[src/rtl/cndm_ctrl_pkg.sv]
// Register map and helpers shared by the Corundum-micro device control block.
package cndm_ctrl_pkg;

  localparam int ADDR_W = 16;
  localparam int DATA_W = 32;

  localparam logic [15:0] REG_FPGA_ID      = 16'h0000;
  localparam logic [15:0] REG_FW_ID        = 16'h0004;
  localparam logic [15:0] REG_FW_VER       = 16'h0008;
  localparam logic [15:0] REG_BOARD_ID     = 16'h000C;
  localparam logic [15:0] REG_BOARD_VER    = 16'h0010;
  localparam logic [15:0] REG_BUILD_DATE   = 16'h0014;
  localparam logic [15:0] REG_GIT_HASH     = 16'h0018;
  localparam logic [15:0] REG_RELEASE_INFO = 16'h001C;
  localparam logic [15:0] REG_SCRATCH      = 16'h0020;
  localparam logic [15:0] REG_PORTS        = 16'h0100;
  localparam logic [15:0] REG_PORT_OFFSET  = 16'h0104;
  localparam logic [15:0] REG_PORT_STRIDE  = 16'h0108;
  localparam logic [15:0] REG_IRQ_PEND     = 16'h0200;
  localparam logic [15:0] REG_IRQ_MASK     = 16'h0204;
  localparam logic [15:0] REG_IRQ_HOLDOFF  = 16'h0208;

  // Expands a byte strobe into a bit mask over the data word.
  function automatic logic [DATA_W-1:0] strb_mask(input logic [DATA_W/8-1:0] strb);
    logic [DATA_W-1:0] m;
    for (int i = 0; i < DATA_W/8; i++) m[i*8 +: 8] = {8{strb[i]}};
    return m;
  endfunction

endpackage

[src/rtl/taxi_axil_if.sv]
// AXI4-lite bundle with separate write and read slave views.
interface taxi_axil_if #(
  parameter int DATA_W = 32,
  parameter int ADDR_W = 16,
  parameter int STRB_W = DATA_W/8,
  parameter int USER_W = 1
) ();
  logic [ADDR_W-1:0] awaddr;
  logic [2:0]        awprot;
  logic              awvalid;
  logic              awready;
  logic [DATA_W-1:0] wdata;
  logic [STRB_W-1:0] wstrb;
  logic              wvalid;
  logic              wready;
  logic [1:0]        bresp;
  logic [USER_W-1:0] buser;
  logic              bvalid;
  logic              bready;
  logic [ADDR_W-1:0] araddr;
  logic [2:0]        arprot;
  logic              arvalid;
  logic              arready;
  logic [DATA_W-1:0] rdata;
  logic [1:0]        rresp;
  logic [USER_W-1:0] ruser;
  logic              rvalid;
  logic              rready;

  modport wr_slv (
    input  awaddr, awprot, awvalid, wdata, wstrb, wvalid, bready,
    output awready, wready, bresp, buser, bvalid
  );

  modport rd_slv (
    input  araddr, arprot, arvalid, rready,
    output arready, rdata, rresp, ruser, rvalid
  );
endinterface

[src/rtl/cndm_irq_moderator.sv]
// Per-port interrupt moderation: pending latch, enable and holdoff timer.
module cndm_irq_moderator #(
  parameter int HOLDOFF_W = 16
) (
  input  logic                 clk,
  input  logic                 rst,
  input  logic                 evt,
  input  logic                 clear,
  input  logic                 mask,
  input  logic [HOLDOFF_W-1:0] holdoff,
  output logic                 pend,
  output logic                 irq
);

  logic [HOLDOFF_W-1:0] tmr;
  logic                 fire;

  assign fire = pend && mask && (tmr == '0);
  assign irq  = fire;

  always_ff @(posedge clk or posedge rst) begin
    if (rst) begin
      pend <= 1'b0;
      tmr  <= '0;
    end else begin
      // A new event outranks both the fire and a W1C so it is never lost.
      if (evt)                pend <= 1'b1;
      else if (fire || clear) pend <= 1'b0;

      // The firing cycle counts as the first holdoff cycle, so pulses land HOLDOFF cycles apart.
      if (fire)             tmr <= (holdoff == '0) ? '0 : holdoff - HOLDOFF_W'(1);
      else if (tmr != '0)   tmr <= tmr - HOLDOFF_W'(1);
    end
  end

endmodule

[src/rtl/cndm_ctrl_regs.sv]
// Device control window: ID registers, scratch, port layout and per-port IRQ moderation.
module cndm_ctrl_regs
  import cndm_ctrl_pkg::*;
#(
  parameter logic [31:0] FPGA_ID      = 32'hDEADBEEF,
  parameter logic [31:0] FW_ID        = 32'h0000C001,
  parameter logic [31:0] FW_VER       = 32'h000_01_000,
  parameter logic [31:0] BOARD_ID     = 32'h1234_0000,
  parameter logic [31:0] BOARD_VER    = 32'h001_00_000,
  parameter logic [31:0] BUILD_DATE   = 32'd602976000,
  parameter logic [31:0] GIT_HASH     = 32'h5f87c2e8,
  parameter logic [31:0] RELEASE_INFO = 32'h0,
  parameter int          PORTS        = 2,
  parameter logic [31:0] PORT_OFFSET  = 32'h00020000,
  parameter logic [31:0] PORT_STRIDE  = 32'h00010000,
  parameter int          HOLDOFF_W    = 16
) (
  input  logic             clk,
  input  logic             rst,
  taxi_axil_if.wr_slv      s_axil_wr,
  taxi_axil_if.rd_slv      s_axil_rd,
  input  logic [PORTS-1:0] irq_in,
  output logic [PORTS-1:0] irq
);

  if (PORTS < 1 || PORTS > 32) begin : g_bad_ports
    $error("cndm_ctrl_regs: PORTS must be in 1..32");
  end
  if (HOLDOFF_W < 1 || HOLDOFF_W > 32) begin : g_bad_holdoff_w
    $error("cndm_ctrl_regs: HOLDOFF_W must be in 1..32");
  end

  logic                 awready_q, bvalid_q, arready_q, rvalid_q;
  logic [DATA_W-1:0]    rdata_q;
  logic [DATA_W-1:0]    scratch;
  logic [PORTS-1:0]     irq_mask;
  logic [HOLDOFF_W-1:0] holdoff;
  logic [PORTS-1:0]     pend;
  logic [PORTS-1:0]     clear;

  logic [15:0]       wr_addr, rd_addr;
  logic              wr_go, rd_go;
  logic [DATA_W-1:0] bmask, wr_bits, mask_merge, holdoff_merge, rd_val;

  assign wr_addr = {s_axil_wr.awaddr[15:2], 2'b00};
  assign rd_addr = {s_axil_rd.araddr[15:2], 2'b00};
  assign wr_go   = s_axil_wr.awvalid && s_axil_wr.wvalid && !bvalid_q;
  assign rd_go   = s_axil_rd.arvalid && !rvalid_q;

  assign bmask         = strb_mask(s_axil_wr.wstrb);
  assign wr_bits       = s_axil_wr.wdata & bmask;
  assign mask_merge    = (DATA_W'(irq_mask) & ~bmask) | wr_bits;
  assign holdoff_merge = (DATA_W'(holdoff) & ~bmask) | wr_bits;
  assign clear         = (wr_go && wr_addr == REG_IRQ_PEND) ? wr_bits[PORTS-1:0] : '0;

  assign s_axil_wr.awready = awready_q;
  assign s_axil_wr.wready  = awready_q;
  assign s_axil_wr.bvalid  = bvalid_q;
  assign s_axil_wr.bresp   = 2'b00;
  assign s_axil_wr.buser   = '0;
  assign s_axil_rd.arready = arready_q;
  assign s_axil_rd.rvalid  = rvalid_q;
  assign s_axil_rd.rdata   = rdata_q;
  assign s_axil_rd.rresp   = 2'b00;
  assign s_axil_rd.ruser   = '0;

  always_comb begin
    rd_val = '0;
    case (rd_addr)
      REG_FPGA_ID:      rd_val = FPGA_ID;
      REG_FW_ID:        rd_val = FW_ID;
      REG_FW_VER:       rd_val = FW_VER;
      REG_BOARD_ID:     rd_val = BOARD_ID;
      REG_BOARD_VER:    rd_val = BOARD_VER;
      REG_BUILD_DATE:   rd_val = BUILD_DATE;
      REG_GIT_HASH:     rd_val = GIT_HASH;
      REG_RELEASE_INFO: rd_val = RELEASE_INFO;
      REG_SCRATCH:      rd_val = scratch;
      REG_PORTS:        rd_val = DATA_W'(PORTS);
      REG_PORT_OFFSET:  rd_val = PORT_OFFSET;
      REG_PORT_STRIDE:  rd_val = PORT_STRIDE;
      REG_IRQ_PEND:     rd_val = DATA_W'(pend);
      REG_IRQ_MASK:     rd_val = DATA_W'(irq_mask);
      REG_IRQ_HOLDOFF:  rd_val = DATA_W'(holdoff);
      default:          rd_val = '0;
    endcase
  end

  // NOTE: registered state uses <= so every block samples the pre-edge value of its peers.
  always_ff @(posedge clk or posedge rst) begin
    if (rst) begin
      awready_q <= 1'b0;
      bvalid_q  <= 1'b0;
      scratch   <= '0;
      irq_mask  <= '0;
      holdoff   <= '0;
    end else begin
      awready_q <= wr_go;
      if (wr_go) begin
        bvalid_q <= 1'b1;
        case (wr_addr)
          REG_SCRATCH:     scratch  <= (scratch & ~bmask) | wr_bits;
          REG_IRQ_MASK:    irq_mask <= mask_merge[PORTS-1:0];
          REG_IRQ_HOLDOFF: holdoff  <= holdoff_merge[HOLDOFF_W-1:0];
          default: ;
        endcase
      end else if (s_axil_wr.bready) begin
        bvalid_q <= 1'b0;
      end
    end
  end

  always_ff @(posedge clk or posedge rst) begin
    if (rst) begin
      arready_q <= 1'b0;
      rvalid_q  <= 1'b0;
      rdata_q   <= '0;
    end else begin
      arready_q <= rd_go;
      if (rd_go) begin
        rvalid_q <= 1'b1;
        rdata_q  <= rd_val;
      end else if (s_axil_rd.rready) begin
        rvalid_q <= 1'b0;
      end
    end
  end

  for (genvar p = 0; p < PORTS; p++) begin : g_port
    cndm_irq_moderator #(.HOLDOFF_W(HOLDOFF_W)) u_mod (
      .clk     (clk),
      .rst     (rst),
      .evt     (irq_in[p]),
      .clear   (clear[p]),
      .mask    (irq_mask[p]),
      .holdoff (holdoff),
      .pend    (pend[p]),
      .irq     (irq[p])
    );
  end

  logic unused_ok;
  assign unused_ok = &{1'b0, s_axil_wr.awaddr[1:0], s_axil_wr.awprot,
                       s_axil_rd.araddr[1:0], s_axil_rd.arprot};

endmodule
[src/flat_wrapper.sv]
// flat-port wrapper written by rule: the top's interface ports become plain ports
module cndm_ctrl_regs_flat import cndm_ctrl_pkg::*;
#(
  parameter logic [31:0] FPGA_ID      = 32'hDEADBEEF,
  parameter logic [31:0] FW_ID        = 32'h0000C001,
  parameter logic [31:0] FW_VER       = 32'h000_01_000,
  parameter logic [31:0] BOARD_ID     = 32'h1234_0000,
  parameter logic [31:0] BOARD_VER    = 32'h001_00_000,
  parameter logic [31:0] BUILD_DATE   = 32'd602976000,
  parameter logic [31:0] GIT_HASH     = 32'h5f87c2e8,
  parameter logic [31:0] RELEASE_INFO = 32'h0,
  parameter int          PORTS        = 2,
  parameter logic [31:0] PORT_OFFSET  = 32'h00020000,
  parameter logic [31:0] PORT_STRIDE  = 32'h00010000,
  parameter int          HOLDOFF_W    = 16
)
  (clk, rst, irq_in, irq, s_axil_wr_awaddr, s_axil_wr_awprot, s_axil_wr_awvalid, s_axil_wr_wdata, s_axil_wr_wstrb, s_axil_wr_wvalid, s_axil_wr_bready, s_axil_wr_awready, s_axil_wr_wready, s_axil_wr_bresp, s_axil_wr_buser, s_axil_wr_bvalid, s_axil_rd_araddr, s_axil_rd_arprot, s_axil_rd_arvalid, s_axil_rd_rready, s_axil_rd_arready, s_axil_rd_rdata, s_axil_rd_rresp, s_axil_rd_ruser, s_axil_rd_rvalid);
  taxi_axil_if s_axil_wr_i ();
  taxi_axil_if s_axil_rd_i ();
  input  logic clk;
  input  logic rst;
  input  logic [PORTS-1:0] irq_in;
  output logic [PORTS-1:0] irq;
  input wire logic [$bits(s_axil_wr_i.awaddr)-1:0] s_axil_wr_awaddr;
  input wire logic [$bits(s_axil_wr_i.awprot)-1:0] s_axil_wr_awprot;
  input wire logic [$bits(s_axil_wr_i.awvalid)-1:0] s_axil_wr_awvalid;
  input wire logic [$bits(s_axil_wr_i.wdata)-1:0] s_axil_wr_wdata;
  input wire logic [$bits(s_axil_wr_i.wstrb)-1:0] s_axil_wr_wstrb;
  input wire logic [$bits(s_axil_wr_i.wvalid)-1:0] s_axil_wr_wvalid;
  input wire logic [$bits(s_axil_wr_i.bready)-1:0] s_axil_wr_bready;
  output wire logic [$bits(s_axil_wr_i.awready)-1:0] s_axil_wr_awready;
  output wire logic [$bits(s_axil_wr_i.wready)-1:0] s_axil_wr_wready;
  output wire logic [$bits(s_axil_wr_i.bresp)-1:0] s_axil_wr_bresp;
  output wire logic [$bits(s_axil_wr_i.buser)-1:0] s_axil_wr_buser;
  output wire logic [$bits(s_axil_wr_i.bvalid)-1:0] s_axil_wr_bvalid;
  input wire logic [$bits(s_axil_rd_i.araddr)-1:0] s_axil_rd_araddr;
  input wire logic [$bits(s_axil_rd_i.arprot)-1:0] s_axil_rd_arprot;
  input wire logic [$bits(s_axil_rd_i.arvalid)-1:0] s_axil_rd_arvalid;
  input wire logic [$bits(s_axil_rd_i.rready)-1:0] s_axil_rd_rready;
  output wire logic [$bits(s_axil_rd_i.arready)-1:0] s_axil_rd_arready;
  output wire logic [$bits(s_axil_rd_i.rdata)-1:0] s_axil_rd_rdata;
  output wire logic [$bits(s_axil_rd_i.rresp)-1:0] s_axil_rd_rresp;
  output wire logic [$bits(s_axil_rd_i.ruser)-1:0] s_axil_rd_ruser;
  output wire logic [$bits(s_axil_rd_i.rvalid)-1:0] s_axil_rd_rvalid;
  assign s_axil_wr_i.awaddr = s_axil_wr_awaddr;
  assign s_axil_wr_i.awprot = s_axil_wr_awprot;
  assign s_axil_wr_i.awvalid = s_axil_wr_awvalid;
  assign s_axil_wr_i.wdata = s_axil_wr_wdata;
  assign s_axil_wr_i.wstrb = s_axil_wr_wstrb;
  assign s_axil_wr_i.wvalid = s_axil_wr_wvalid;
  assign s_axil_wr_i.bready = s_axil_wr_bready;
  assign s_axil_wr_awready = s_axil_wr_i.awready;
  assign s_axil_wr_wready = s_axil_wr_i.wready;
  assign s_axil_wr_bresp = s_axil_wr_i.bresp;
  assign s_axil_wr_buser = s_axil_wr_i.buser;
  assign s_axil_wr_bvalid = s_axil_wr_i.bvalid;
  assign s_axil_rd_i.araddr = s_axil_rd_araddr;
  assign s_axil_rd_i.arprot = s_axil_rd_arprot;
  assign s_axil_rd_i.arvalid = s_axil_rd_arvalid;
  assign s_axil_rd_i.rready = s_axil_rd_rready;
  assign s_axil_rd_arready = s_axil_rd_i.arready;
  assign s_axil_rd_rdata = s_axil_rd_i.rdata;
  assign s_axil_rd_rresp = s_axil_rd_i.rresp;
  assign s_axil_rd_ruser = s_axil_rd_i.ruser;
  assign s_axil_rd_rvalid = s_axil_rd_i.rvalid;
  cndm_ctrl_regs #(.FPGA_ID(FPGA_ID), .FW_ID(FW_ID), .FW_VER(FW_VER), .BOARD_ID(BOARD_ID), .BOARD_VER(BOARD_VER), .BUILD_DATE(BUILD_DATE), .GIT_HASH(GIT_HASH), .RELEASE_INFO(RELEASE_INFO), .PORTS(PORTS), .PORT_OFFSET(PORT_OFFSET), .PORT_STRIDE(PORT_STRIDE), .HOLDOFF_W(HOLDOFF_W)) u_core (.clk(clk), .rst(rst), .s_axil_wr(s_axil_wr_i), .s_axil_rd(s_axil_rd_i), .irq_in(irq_in), .irq(irq));
endmodule
[config.mk]
export PLATFORM = sky130hd
export DESIGN_NAME = cndm_ctrl_regs_flat
export DESIGN_NICKNAME = d
export VERILOG_FILES = /design/src/rtl/cndm_ctrl_pkg.sv /design/src/rtl/taxi_axil_if.sv /design/src/rtl/cndm_irq_moderator.sv /design/src/rtl/cndm_ctrl_regs.sv /design/src/flat_wrapper.sv
export SDC_FILE = /design/constraint.sdc
export NUM_CORES = 1
export LEC_CHECK = 0
export CAP_MARGIN = 25
export CORE_MARGIN = 5
export CORE_UTILIZATION = 47
export DETAILED_ROUTE_END_ITERATION = 8
export GPL_ROUTABILITY_DRIVEN = 0
export GPL_TIMING_DRIVEN = 0
export PLACE_DENSITY = 0.77
export SETUP_SLACK_MARGIN = 0.05
export SLEW_MARGIN = 0
export SYNTH_ARGS = -nofsm -noshare
export SYNTH_HDL_FRONTEND = slang
export SYNTH_SLANG_ARGS = --single-unit
[constraint.sdc]
create_clock -name clk -period 3.7 [get_ports clk]
set_input_delay 0.555 -clock clk [delete_from_list [all_inputs] [get_ports clk]]
set_output_delay 0.555 -clock clk [all_outputs]
set_load 0.02 [all_outputs]
* After elaboration in Yosys (flattened, before gate mapping) *
Cells that the tools add are included.

storage, ports and cells
  bits in registers = 120
  word-level logic and storage cells = 82

operators by class
  add/subtract/negate cells = 3
  eq/ne operators = 17
  muxes and demuxes = 15
  bitwise logic cells = 8
  reduce and logical (&&, ||, !) cells = 27

operators with widths
  kind                                                  count
  one-hot mux 32 bit (14 select lines)                  1
  equality test 14 x 8 -> 1 bit, second input constant  6
  2-to-1 mux 16 bit                                     5
  AND 32 bit                                            2
  zero test 16 bit                                      4
  subtractor 16 x 1 -> 16 bit, second input constant    3
  equality test 14 x 3 -> 1 bit, second input constant  3
  equality test 14 x 7 -> 1 bit, second input constant  3
  NOT 32 bit                                            1
  bitwise OR 32 bit                                     1
  nonzero test 16 bit                                   2
  equality test 14 x 2 -> 1 bit, second input constant  2
  equality test 14 x 4 -> 1 bit, second input constant  2
  AND 16 bit                                            1
  bitwise OR 16 bit                                     1
  equality test 14 x 1 -> 1 bit, second input constant  1
  nonzero test 2 bit                                    6
  logical AND 1 bit                                     8
  2-to-1 mux 1 bit                                      8
  AND reduction 2 bit                                   3
  AND 2 bit                                             1
  zero test 1 bit                                       2
  logical OR 1 bit                                      2
  2-to-1 mux 2 bit                                      1
  bitwise OR 2 bit                                      1

* Longest topological paths before layout *
  word-level depth = 7
  gate-level depth with buffers = 8

* Cells and area by module *
Synthesis repeated with hierarchy kept, for this count alone.

second synthesis, totals
  cells, all modules = 642
  area total of the unflattened synthesis = 6,676.4 um^2

by module, submodules not included
  module              instances  cells an instance  area an instance (um^2)  sequential area each (um^2)
  cndm_ctrl_regs      1          362                4,181.5                  2,152.1
  cndm_irq_moderator  2          140                1,247.4                  425.4

* Worst setup path before layout *
OpenSTA, ideal clock, no wires.

  path type = reg-to-output
  start = register u_core.g_port[0].u_mod.tmr[0]
  end = output port irq[0]
  arrival time = 2.188 ns
  required time = 3.145 ns
  slack = 0.957 ns
  stages on the path, launching flop included = 9
  buffers on the path = 2
  cells stage by stage = dfrtp_1 -> inv_1 -> ha_1 -> or4b_2 -> nor4_1 -> nand2_1 -> clkbuf_1 -> nor2_1 -> buf_4

on the way
  word-level cells in the longest chain between the ends = 2

ends and longest elaborated chain
  item                      RTL line                  RTL
  start: declaration        cndm_irq_moderator.sv:15  logic [HOLDOFF_W-1:0] tmr;
  start signal: assignment  cndm_irq_moderator.sv:31  if (fire) tmr <= (holdoff == '0) ? '0 : holdoff - HOLDOFF_W'(1);
  start signal: assignment  cndm_irq_moderator.sv:32  else if (tmr != '0) tmr <= tmr - HOLDOFF_W'(1);
  zero test 16 bit          cndm_irq_moderator.sv:18  assign fire = pend && mask && (tmr == '0);
  logical AND 1 bit         cndm_irq_moderator.sv:18
  end: declaration          flat_wrapper.sv:23        output logic [PORTS-1:0] irq;

Every way passes these cells.

* Worst setup path after layout *
  start = register u_core.g_port[1].u_mod.tmr[7]
  end = output port irq[1]

on the way
  word-level cells in the longest chain between the ends = 2

ends and longest elaborated chain
  item                      RTL line
  start: declaration        cndm_irq_moderator.sv:15
  start signal: assignment  cndm_irq_moderator.sv:31
  start signal: assignment  cndm_irq_moderator.sv:32
  zero test 16 bit          cndm_irq_moderator.sv:18
  logical AND 1 bit         cndm_irq_moderator.sv:18

Every way passes these cells.

==> flow_summary.json <==
{
  "outcome": "finished, final reports clean",
  "busiest_layer": "met2",
  "leakage_nw": 3.57,
  "dieWidth_um": 125,
  "crit_arrival_ns": 2.99,
  "max_cap_viol_count": 0,
  "num_vias": 5576,
  "crit_fanout": 5,
  "muxShareOfSynthArea": 0.0991,
  "syn_to_final_growth_pct": 33.8,
  "fp-row-count": 42,
  "slew_viol_final": 0,
  "synth_xor_area_frac": 0.0324,
  "ys_top_cells_by_count": "dfrtp_1 (120), nand2_1 (59), nor2_1 (56)",
  "critPathRequiredTime_ns": 3.14,
  "grt_overflow": 0,
  "cts_tree": "yes",
  "synth_top_area_share": 0.483,
  "ys_ff_latch": 120,
  "first_iter_violations": 455,
  "grtUsageTotal": 0.239,
  "yosys.area.top_type": "dfrtp_1",
  "clock_path_buffers": 2,
  "switching_power_mw": 1.34,
  "synthesis.area_um2": 6210,
  "clock_skew_ns": 0.00827,
  "synthSimpleGateAreaFrac": 0.204,
  "core_area_um2": 13100,
  "root_buffer": "clkbuf_16",
  "slew-limit-headroom": 0.357,
  "dieArea_um2": 15600,
  "antenna_cells_inserted": 0,
  "drive_gt1_frac": 0.152,
  "reg2regPathDepth": 7,
  "synth.area.top_cells": "dfrtp_1 (48%), mux2_2 (9.2%), a21oi_1 (4.0%)",
  "finalPower_mw": 4.62,
  "startpoint_type": "flop",
  "syn_inst": 629,
  "ant_nets": 0,
  "hold_depth": 2,
  "wl_per_cell_um": 19.1,
  "route.detailed.drc": 0,
  "hold_viol_final": 0,
  "rsz0062_at_grt": "false",
  "finalCriticalPeriod_ns": 3.54,
  "antenna_found_initial": 0,
  "via_per_inst": 5.86,
  "async_flop_share": 1.00,
  "fill_cells": 1009,
  "syn_avg_cell_area_um2": 9.88,
  "die_h_um": 125,
  "stdcell_count": 952,
  "critPathCaptureType": "output pin",
  "seqPwrFrac": 0.382,
  "synth_fa_ha_area_frac": 0.0101,
  "grt_max_degree": 44,
  "power.density_nw_per_um2": 556,
  "grt_pass1_wl_mm": 30.3,
  "period_share": 0.957,
  "numCtsBuffers": 17,
  "nets": 851,
  "vdd_drop_max_mv": 0.424,
  "grt_util_met2": 0.421,
  "clk_pin_slew_ns": 0.06,
  "yosysSeqAreaShare": 0.483,
  "holdWs_ns": 0.482,
  "setup_tns_ns": 0,
  "combPwrFrac": 0.192,
  "clkPwrFrac": 0.426,
  "cts-htree-levels": 4,
  "dp.cells": 920,
  "hold_class": "flop to flop",
  "portBuffers": 108,
  "worstMarginPinSlew_ns": 0.956,
  "fmax_ghz": 0.282,
  "first_pass_iters": 6,
  "routed_wl_mm": 18.2,
  "use_met1": 0.270,
  "p_int_mw": 3.28,
  "grt_util_met3": 0.0687,
  "io_pins": 128,
  "cts.sinks": 120,
  "synth_edf_count": 0,
  "synth_top_family_by_area": "simple AND/OR/NAND/NOR gates",
  "synthDistinctLibCells": 68,
  "yosys_warnings": 0,
  "synth_most_common_cell": "dfrtp_1",
  "post-dp-hpwl_mm": 13.4,
  "r2r_slack_ns": 0.79,
  "start_util": 0.475,
  "ys.flop_type": "dfrtp_1",
  "grt_pass1_vias": 6019,
  "p_sw_frac": 0.290,
  "synth_compound_area_frac": 0.133,
  "setup_viol": 0,
  "clock_latency_ns": 0.42,
  "postCtsHoldBufs": 0,
  "crit_type": "flop to output pin"
}
==> power groups by stage <==
stage          logic, mW  clock network, mW  registers (mW)
3_3_place_gp       0.824                  0            1.74
4_1_cts            0.886               1.98            1.76
3_5_place_dp       0.860                  0            1.76
5_1_grt            0.991               2.04            1.80
6_report           0.889               1.97            1.77
2_1_floorplan      0.492                  0            1.77
==> timing repair <==
| action | 4_1_cts | 5_1_grt |
|---|---|---|
| setup buffers | 0 | 0 |
| pin swaps | 0 | 1 |
| resized for setup | 6 | 4 |
| setup endpoints to repair | 2 | 2 |
| hold endpoints to repair | 0 | 0 |
==> layout make-up <==
type                       instances  area, µm²  area share
sequential                       120       3000       0.361
buffer                            35        169      0.0203
tap                              176        220      0.0265
multi-input combinational        462       3040       0.365
timing repair buffer             110       1120       0.135
clock inverter                    15        274      0.0330
inverter                          17       67.6     0.00813
clock buffer                      17        425      0.0512
==> through the flow <==
stage | setup slack (ns) | cell area, µm² | util
finish | 0.160 | 8320 | 0.635
global route | 0.0246 | 8320 | 0.635
global placement | 0.127 | 7540 | 0.576
floorplan | 0.957 | 6240 | -
detailed placement | 0.0695 | 7580 | 0.579
CTS | 0.0885 | 8310 | 0.635
==> worst paths after layout <==
check                                              start                             end
setup reg to reg                                    flop   u_core.g_port[1].u_mod.tmr[0]
hold / removal                u_core.s_axil_rd.rdata[30]      u_core.s_axil_rd.rdata[30]
max in group asynchronous                            rst  u_core.g_port[0].u_mod.tmr[14]
hold reg to reg               u_core.s_axil_rd.rdata[30]      u_core.s_axil_rd.rdata[30]
min in group asynchronous                            rst      asynchronous set/reset pin
setup / recovery           u_core.g_port[1].u_mod.tmr[7]                          irq[1]
==> layout by cell type (no fill, tap or decap), types with 6 or more instances in the layout <==
cell type          n
xnor2_1           13
clkbuf_16         17
nand2_1           59
a31oi_1            7
dfrtp_1          120
clkdlybuf4s50_1  107
mux2_2            51
nor4_1            14
nor3_1            25
a21oi_1           50
o21ai_0           28
xor2_1            10
and3_1             6
clkbuf_1          22
nand3_1           12
or4_1              7
buf_4              9
bufinv_16          7
or3_1              9
conb_1             6
a22oi_1            6
inv_1             15
nor2_1            56
==> critical path: stages (launching register included) <==
cell	delay (ns)
dfrtp_1	0.42
or4_1	0.61
nor4_4	0.24
and3_2	0.31
nand3_2	0.16
inv_1	0.12
buf_4	0.11
clkdlybuf4s50_1	0.59
==> logic make-up after synthesis <==
kind of cell,Yosys count
XOR/XNOR,23
buffers and inverters,52
adder cells (fa/ha/maj),5
multiplexers,55
flip-flops,120
AO/OA/AOI/OAI,133
AND/OR/NAND/NOR,240
other,1
==> per-layer routing <==
layer | share of wire | vias up
met5 | 0 | -
met4 | 0.031 | 0
met3 | 0.071 | 58
met2 | 0.52 | 232
met1 | 0.38 | 2732
li1 | - | 2554
Note: power is estimated with default switching activity, not from simulation.
